File: src/rtl/mm_pkg.sv
// Shared definitions for the matrix-multiply datapath: operand feeders,
// PE array top and result drain.
package mm_pkg;

    localparam int unsigned MM_D_W = 8;  // operand width per lane
    localparam int unsigned MM_N   = 4;  // lanes = array rows / columns
    localparam int unsigned MM_K   = 4;  // beats per dot product

    typedef logic [MM_D_W-1:0] lane_t;

    typedef struct packed {
        lane_t data;
        logic  init;
        logic  vld;
    } token_t;

    // Counter width for a modulo-depth counter; a depth of 1 still needs one bit.
    function automatic int unsigned cnt_w(input int unsigned depth);
        return (depth > 1) ? $clog2(depth) : 1;
    endfunction

endpackage

File: src/rtl/skew_delay_line.sv
// Fixed-depth register chain used to skew one feeder lane.
// DEPTH = 0 is a combinational pass-through.
module skew_delay_line #(
    parameter int unsigned DEPTH = 1,
    parameter int unsigned W     = 8
) (
    input  logic         clk,
    input  logic         rst,
    input  logic [W-1:0] d,
    output logic [W-1:0] q
);

    if (DEPTH == 0) begin : g_pass
        assign q = d;
    end else begin : g_chain
        logic [W-1:0] pipe [DEPTH];

        // Shift the chain every cycle; clear all stages on reset
        always_ff @(posedge clk or negedge rst) begin
            if (!rst) begin
                for (int unsigned s = 0; s < DEPTH; s++) pipe[s] <= '0;
            end else begin
                pipe[0] <= d;
                for (int unsigned s = 1; s < DEPTH; s++) pipe[s] <= pipe[s-1];
            end
        end

        assign q = pipe[DEPTH-1];
    end

endmodule

File: src/rtl/systolic_skew_feeder.sv
// Operand feeder for one edge of the PE systolic array. Accepts one N-lane
// column per beat, marks the first beat of each K-beat group with init and
// skews lane i by i cycles. A flush request injects one zero beat with init
// on every lane at the next group boundary to drain the final PE sums.
module systolic_skew_feeder
    import mm_pkg::*;
#(
    parameter int unsigned D_W = MM_D_W,
    parameter int unsigned N   = MM_N,
    parameter int unsigned K   = MM_K
) (
    input  logic             clk,
    input  logic             rst,
    input  logic             s_valid,
    output logic             s_ready,
    input  logic [N*D_W-1:0] s_data,
    input  logic             flush,
    output logic [N*D_W-1:0] out_data,
    output logic [N-1:0]     out_init,
    output logic             busy
);

    localparam int unsigned   KW     = cnt_w(K);
    localparam logic [KW-1:0] K_LAST = KW'(K - 1);

    logic [KW-1:0]    kcnt, kcnt_next;
    logic             flush_pending, flush_pending_next;
    logic             rst_released;
    logic             serve, accept;
    logic [N*D_W-1:0] s0_data, s0_data_next;
    logic             s0_init, s0_init_next, s0_vld_next;
    // vld_sr[j] flags a real token (beat or flush) held j stages past stage 0
    logic [N-1:0]     vld_sr;

    assign serve   = flush_pending & (kcnt == '0);
    assign s_ready = rst_released & ~serve;
    assign accept  = s_valid & s_ready;
    assign busy    = (kcnt != '0) | flush_pending | (|vld_sr);

    // Select the stage-0 token and advance group count / flush request
    always_comb begin
        s0_data_next       = '0;
        s0_init_next       = 1'b0;
        s0_vld_next        = 1'b0;
        kcnt_next          = kcnt;
        flush_pending_next = flush_pending | flush;
        if (serve) begin
            // flush beat: zero operands, init on every lane
            s0_init_next       = 1'b1;
            s0_vld_next        = 1'b1;
            flush_pending_next = 1'b0;
        end else if (accept) begin
            s0_data_next = s_data;
            s0_init_next = (kcnt == '0);
            s0_vld_next  = 1'b1;
            kcnt_next    = (kcnt == K_LAST) ? '0 : kcnt + KW'(1);
        end
    end

    // Control state, stage-0 register and occupancy shift register
    always_ff @(posedge clk or negedge rst) begin
        if (!rst) begin
            kcnt          <= '0;
            flush_pending <= 1'b0;
            rst_released  <= 1'b0;
            s0_data       <= '0;
            s0_init       <= 1'b0;
            vld_sr        <= '0;
        end else begin
            kcnt          <= kcnt_next;
            flush_pending <= flush_pending_next;
            rst_released  <= 1'b1;
            s0_data       <= s0_data_next;
            s0_init       <= s0_init_next;
            vld_sr[0]     <= s0_vld_next;
            for (int unsigned j = 1; j < N; j++) vld_sr[j] <= vld_sr[j-1];
        end
    end

    // Lane i trails stage 0 by i further registers
    for (genvar i = 0; i < N; i++) begin : g_lane
        logic [D_W:0] tap;

        skew_delay_line #(
            .DEPTH(i),
            .W    (D_W + 1)
        ) u_dly (
            .clk(clk),
            .rst(rst),
            .d  ({s0_data[i*D_W +: D_W], s0_init}),
            .q  (tap)
        );

        assign out_data[i*D_W +: D_W] = tap[D_W:1];
        assign out_init[i]            = tap[0];
    end

endmodule
File: config.mk
export PLATFORM = sky130hd
export DESIGN_NAME = systolic_skew_feeder
export DESIGN_NICKNAME = d
export VERILOG_FILES = /design/src/rtl/mm_pkg.sv /design/src/rtl/skew_delay_line.sv /design/src/rtl/systolic_skew_feeder.sv
export SDC_FILE = /design/constraint.sdc
export NUM_CORES = 1
export LEC_CHECK = 0
export ABC_AREA = 1
export CAP_MARGIN = 20
export CORE_ASPECT_RATIO = 0.6
export CORE_MARGIN = 5
export CORE_UTILIZATION = 42
export CTS_BUF_LIST = sky130_fd_sc_hd__clkbuf_8 sky130_fd_sc_hd__clkbuf_16
export DETAILED_ROUTE_END_ITERATION = 10
export GPL_ROUTABILITY_DRIVEN = 1
export PLACE_DENSITY = 0.73
export SYNTH_ARGS = -nofsm -noshare
export SYNTH_HDL_FRONTEND = slang
export SYNTH_SLANG_ARGS = --single-unit
File: constraint.sdc
create_clock -name clk -period 1.1 [get_ports clk]
set_input_delay 0.22 -clock clk [delete_from_list [all_inputs] [get_ports clk]]
set_output_delay 0.22 -clock clk [all_outputs]
set_load 0.03 [all_outputs]
==> metrics.md, run 1 <==
| Metric | Value |
|---|---|
| Outcome | finished with violations |
| Failing checks | negative setup slack |
| Total CTS buffers | 9 |
| Fin Clk Skew | between 5 and 6 ps |
| Cell row count | 23 |
| Gr usage total | 0.1234 |
| Final instance area | approximately 4300 µm² |
| Avg Inst Size Synth | around 14 µm² |
| Unrepaired setup endpoints after global routing | yes |
| Sw Share | 0.2833 |
| YS warnings | 0 |
| Global Route met2 Usage | 0.2061 |
| 1st-iter DRT viols | 58 |
| Int Pwr | 6.812 mW |
| CTS H-tree depth | 3 |
| CTS tree | built |
| Maximum buffer depth of the clock tree | 2 |
| Async set or reset register ratio after synthesis | 1.000 |
| Combinational power share | 0.239 |
| Pre-CTS setup slack | -144.3 ps |
| Final setup fails | 37 |
| Number of flops mapped to enable cells by yosys | 0 |
| Pleak | roughly 2.2 nW |
| Seq/Total Area, Yosys | 0.7830 |
| NumNets Final | 324 |
| Vias in the first global route | between 1500 and 2000 |
| Core Area | around 6700 µm² |
| Clock share of power | 0.330 |
| Die Area | between 8000 and 9000 µm² |
| Share of layout cells above drive strength 1 | 0.3952 |
| Yosys top cell area share | 0.7830 |
| Global-route track usage on met3 | 0.06306 |
| Clk sink count | just over 90 |
| Hold Path Class | in2async |
| Wire per inst | between 10 and 15 µm |
| First-pass GRT wire length | 8259 µm |
| Largest net degree at the start of global routing | 48 |
| Net Sw Power | approximately 2.7 mW |
| Mapped Nets | ~240 |
| Antenna violations before repair | 0 |
| Power Total | ~9.5 mW |
| CP Capture Type | output pin |
| Fin. Hold Viols | 0 |
| Post-DRT Antenna Nets | 0 |
| Worst-Skew Late Latency | between 300 and 400 ps |
| Post-synthesis cell area | 2940 µm² |
| Class of the most critical setup path | reg2out |
| Max cap viols | 0 |
| Cell count after synthesis | between 200 and 250 |
| Vias post-DR | between 1500 and 2000 |
| Vias/cell | ~4.1 |
| Largest cells by area after synthesis | dfrtp_1 78%, nor2_2 6.2%, buf_4 5.1% |
| Cell area power density | 2196 nW/µm² |
| DRC errors left | 0 |
| Synth Flop Type | dfrtp_1 |
| # port buffers | 73 |
| Worst vdd ir | roughly 0.0012 V |
| Crit path time final | 1475 ps |
| Total wire length | between 5000 and 6000 µm |
| Arrival time worst endpoint | around 1300 ps |
| CP startpoint kind | flip-flop |
| Period utilization | 1.341 |
| Die Height | 74.81 µm |
| Reg power frac | 0.431 |
| CP max FO | 3 |
| Netlist cell types | 12 |
| Peak Freq | about 680 MHz |
| Top cells by count, synth | 92 x dfrtp_1, 37 x inv_1, 29 x nor2_2 |
| Post-DP HPWL | roughly 3300 µm |
| Worst setup margin | -374.9 ps |
| Overflow after GRT | 0 |
| M1 GR Usage | 0.1382 |
| Area Overhead vs Synth | 47.19% |
| GRT Max-Usage Layer | met2 |
| DIE WIDTH | between 100 and 150 µm |
| Most frequent cell after synthesis | dfrtp_1 |
| WP data required | between 800 and 900 ps |
| DR pass1 iterations | 4 |
| RD Place Congestion | around 0.67 |
| Final Max Slew Viols | 0 |
| Most area-hungry cell type in the Yosys netlist | dfrtp_1 |
| Antenna fix cells | 0 |
| Clock root cell | clkbuf_16 |
| Clock-pin slew on the worst setup and hold paths | 70 ps |
| Io pins | 74 |
| Area post-placement | between 3000 and 4000 µm² |
| Register bit total from synthesis | 92 |
| Initial Util | 0.4366 |
## cell usage in the layout, fill, tap and decap left out, drive strengths merged
| cell | netlist | routed |
|---|---|---|
| clkdlybuf4s50 | 0 | 34 |
| ha | 2 | 2 |
| bufinv | 0 | 1 |
| nand4 | 4 | 4 |
| inv | 37 | 42 |
| nor2 | 38 | 38 |
| nand2 | 7 | 7 |
| dfrtp | 92 | 92 |
| dlygate4sd3 | 0 | 1 |
| conb | 1 | 1 |
| nand3 | 1 | 1 |
| clkinvlp | 0 | 1 |
| buf | 23 | 57 |
| clkbuf | 0 | 10 |
## final timing paths
kind | start | endpoint | slack (ps) | cells past startpoint
max | kcnt[0] | busy | -370 | 4
min | rst | g_lane[3].u_dly.q[5] | 230 | 2
max reg2reg | kcnt[1] | s0_data[17] | -240 | 8
min reg2reg | s0_data[26] | g_lane[3].u_dly.g_chain.pipe[21] | 350 | 0
max in group asynchronous | rst | s0_data[1] | 450 | 3
min in group clk | s0_data[26] | g_lane[3].u_dly.g_chain.pipe[21] | 350 | 0
## cell families (layout without fill, tap and decap cells)
group / Yosys count / in the layout / synth area share
buffers and inverters: 60 / 146 / 0.1098
DFF: 92 / 92 / 0.7830
adders and majority gates: 2 / 2 / 0.008509
other: 1 / 1 / 0.001275
and+or+nand+nor: 50 / 50 / 0.09745
## power groups by stage
stage	logic, mW	registers, mW	clock network [mW]
2_1_floorplan	1.02	4.20	0
3_3_place_gp	1.68	4.09	0
3_5_place_dp	1.72	4.13	0
4_1_cts	2.10	4.09	3.22
5_1_grt	2.42	4.14	3.37
6_report	2.27	4.10	3.14
## critical path: stages, from the launching register on
cell	delay, ps
dfrtp_1	390
inv_2	70
ha_4	160
nand4_1	130
buf_6	170
## sequential cells by signal, summed over array words and instances (netlist names)
signal and count:
flush_pending 1, g_lane.u_dly.g_chain.pipe 25, g_lane.u_dly.q 26, kcnt 2, rst_released 1, s0_data 32, s0_init 1, vld_sr 4
## metal layers
| layer | share of wire | vias to the layer above |
|---|---|---|
| met5 | 0 | - |
| met3 | 0.081 | 9 |
| met4 | 0.013 | 0 |
| met1 | 0.41 | 750 |
| met2 | 0.49 | 49 |
| li1 | - | 737 |
## per-stage QoR
stage               cells  TNS [ps]  hold WS [ps]  utilization
detailed placement    350     -4004         30.05       0.5399
finish                378     -8196         231.1       0.6427
floorplan             205    -264.7        -75.59            -
global route          378    -10250         236.0       0.6427
global placement      350     -3366         30.15       0.5399
CTS                   374     -7709         222.9       0.6213
## final cells by class
type / instances / area (µm²)
clock buffer: 9 / 225.2
clock inverter: 7 / 86.33
fill: 506 / 2406
inverter: 37 / 141.4
multi-input combinational: 53 / 382.9
sequential: 92 / 2302
tap: 87 / 108.9
timing repair buffer: 93 / 1081
## repair_timing
| action | CTS | global route |
|---|---|---|
| hold buffers | 1 | 0 |
| endpoints found under the setup margin | 51 | 68 |
| hold endpoints to repair | 92 | 0 |
| pin swaps | 4 | 1 |
| setup buffers | 5 | 4 |
| cloned | 3 | 1 |
| gates resized for setup | 26 | 27 |
(Power assumes the default switching activity.)
==> run 2: changes to the inputs <==
--- a/config.mk
+++ b/config.mk
@@ -10,7 +10,7 @@
 export CORE_ASPECT_RATIO = 0.6
 export CORE_MARGIN = 5
 export CORE_UTILIZATION = 42
-export CTS_BUF_LIST = sky130_fd_sc_hd__clkbuf_8 sky130_fd_sc_hd__clkbuf_16
+export CTS_CLUSTER_DIAMETER = 200
 export DETAILED_ROUTE_END_ITERATION = 10
 export GPL_ROUTABILITY_DRIVEN = 1
 export PLACE_DENSITY = 0.73
==> results of run 2 <==
Final layout, timing and power as in run 1 (identical DEF).
==> run 3: changes to the inputs <==
--- a/config.mk
+++ b/config.mk
@@ -9,11 +9,11 @@
 export CAP_MARGIN = 20
 export CORE_ASPECT_RATIO = 0.6
 export CORE_MARGIN = 5
-export CORE_UTILIZATION = 42
+export CORE_UTILIZATION = 40
 export CTS_CLUSTER_DIAMETER = 200
 export DETAILED_ROUTE_END_ITERATION = 10
 export GPL_ROUTABILITY_DRIVEN = 1
-export PLACE_DENSITY = 0.73
+export PLACE_DENSITY = 0.7
 export SYNTH_ARGS = -nofsm -noshare
 export SYNTH_HDL_FRONTEND = slang
 export SYNTH_SLANG_ARGS = --single-unit
==> metrics.md, run 3 (synthesized netlist as in run 1, its figures left out) <==
| Metric | Value |
|---|---|
| Post-DRT Antenna Nets | 0 (unchanged) |
| Crit path depth | 6 (+2) |
| Clk sink count | 92 (unchanged) |
| CP startpoint kind | flip-flop |
| Reg with most FFs | s0_data |
| Cell area power density | 2171 nW/µm² (-1.1%) |
| Final setup TNS | -9528 ps (-1332 ps) |
| Die Area | 9222 µm² (+4.4%) |
| 1st-iter DRT viols | 90 (+55%) |
| CP max stage delay | 370 ps (-20 ps) |
| Final setup fails | 37 (unchanged) |
| Cell row count | 24 (+4.3%) |
| DIE WIDTH | 120.7 µm (+2.3%) |
| Hold Worst Slack | 296.2 ps (+65.13 ps) |
| Outcome | finished with violations |
| DRC errors left | 0 (unchanged) |
| Worst setup margin | -372.1 ps (+2.800 ps) |
| First-pass GRT wire length | 8500 µm (+2.9%) |
| Peak Freq | 679.3 MHz (+0.19%) |
| Vias in the first global route | 1665 (-2.8%) |
| Gr usage total | 0.1231 (-0.0003109) |
| Worst vdd ir | 0.001556 V (+35%) |
| Max reg flops | 32 (unchanged) |
| Reg2Reg Depth | 8 (unchanged) |
| Worst-Skew Late Latency | 330 ps (about the same) |
| Worst path slowest cell | dfrtp_1 |
| Die Height | 76.41 µm (+2.1%) |
| Area Overhead vs Synth | 44.98% |
| Initial Util | 0.4080 (-0.02865) |
| Largest net degree at the start of global routing | 40 (-17%) |
| Clock root cell | clkbuf_16 |
| Total CTS buffers | 9 (unchanged) |
| Buffers & Inverters on Critical Path | 3 (+1) |
| Vias post-DR | 1541 (-0.26%) |
| Pleak | 2.231 nW (-0.70%) |
| RD Place Congestion | 0.7537 (+13%) |
| Overflow after GRT | 0 (unchanged) |
| Share of layout cells above drive strength 1 | 0.3737 (-0.02149) |
| Top delay family on crit path | flip-flops |
| CP Capture Type | output pin |
| Placed Cells | 354 (+1.1%) |
| Fin. Hold Viols | 0 (unchanged) |
| Hold Path Class | in2async |
| Arrival time worst endpoint | 1250 ps (about the same) |
| WP data required | 880 ps (about the same) |
| DR pass1 iterations | 4 (unchanged) |
| Core Area | 7207 µm² (+7.0%) |
| Post-Layout Cell Count | 380 (+0.53%) |
| Unrepaired setup endpoints after global routing | yes |
| Post-DP HPWL | 3097 µm (-6.3%) |
| FILL cells | 560 (+11%) |
| Max cap viols | 0 (unchanged) |
| Failing checks | negative setup slack |
| Clock-pin slew on the worst setup and hold paths | 60 ps (about the same) |
| Vias/cell | 4.055 (-0.78%) |
| CTS tree | built |
| Final Max Slew Viols | 0 (unchanged) |
| Crit path time final | 1472 ps (-2.800 ps) |
| Antenna fix cells | 0 (unchanged) |
| Antenna violations before repair | 0 (unchanged) |
| Commonest cells after routing, fill and taps aside | 92 x dfrtp_1, 37 x buf_6, 34 x inv_1, 34 x clkdlybuf4s50_1, 30 x nor2_2 |
| CTS H-tree depth | 3 (unchanged) |
| CP max FO | 3 (unchanged) |
| CP Cell Sequence | inv_2, ha_4, nand2_4, inv_4, nor2_4, buf_6 |
| # port buffers | 73 (unchanged) |
| Maximum buffer depth of the clock tree | 2 (unchanged) |
| Class of the most critical setup path | reg2out |
| Wire per inst | 12.79 µm (-4.6%) |
| Fin Clk Skew | 5.130 ps (-0.5535 ps) |
| Total wire length | 4862 µm (-4.1%) |
| Commonest non-fill, non-tap cell in the layout | dfrtp_1 |
| Io pins | 74 (unchanged) |
| NumNets Final | 322 (-0.62%) |
| Period utilization | 1.338 (-0.002545) |
[run 3: changes by cell type in the layout (fill, tap and decap cells not counted), moves of 2 or more]
cell / before / now
nand2_1: 2 / 6
nor2_4: 7 / 1
nand2_2: 4 / 0
buf_4: 11 / 9
nor2_2: 24 / 30
inv_6: 3 / 1
[run 3: final timing paths]
kind / startpoint / to / slack [ps]
max: kcnt[0] / s_ready / -370
min: rst / g_lane[3].u_dly.q[7] / 300
max reg2reg: kcnt[0] / s0_data[25] / -350
min reg2reg: s0_data[27] / g_lane[3].u_dly.g_chain.pipe[22] / 340
max in group asynchronous: rst / s0_data[8] / 330
min in group clk: s0_data[27] / g_lane[3].u_dly.g_chain.pipe[22] / 340
[run 3: area by class of cell]
type | count | area, µm² | share of cell area
well taps | 91 | 113.9 | 0.02671
clock inverters | 6 | 71.32 | 0.01673
multi-input cells | 53 | 342.8 | 0.08042
clock buffers | 10 | 229.0 | 0.05371
flip-flops and latches | 92 | 2302 | 0.5401
inverters | 37 | 141.4 | 0.03317
repair buffers | 91 | 1062 | 0.2492
[run 3: routing by layer]
metal,vias to the layer above,global-route usage,part of all wire
met5,-,0,0
met4,0,0.04751,0.0090
met3,5,0.06454,0.082
met2,52,0.1827,0.49
met1,751,0.1523,0.42
li1,733,-,-
[run 3: timing repair]
action / CTS / global route
gates cloned: 3 / 0
endpoints found under the hold margin: 17 / 0
buffers inserted: 6 / 0
setup endpoints to repair: 53 / 68
resized for setup: 22 / 18
hold buffers: 1 / 0
pin swaps: 1 / 0
[run 3: per-stage QoR]
stage	worst slack [ps]	utilization	area, µm²	power [mW]
2_1_floorplan	-43.29	-	2972	5.224
3_3_place_gp	-121.9	0.5069	3654	5.782
3_5_place_dp	-154.1	0.5069	3654	5.826
4_1_cts	-387.9	0.5821	4195	9.338
5_1_grt	-448.1	0.5915	4263	9.729
6_report	-372.1	0.5915	4263	9.255
[run 3: power by group]
group	total, mW	internal, mW	switching [mW]
clock	3.04	1.78	1.25
sequential	4.08	3.87	0.215
combinational	2.14	1.07	1.07
total	9.26	6.72	2.54
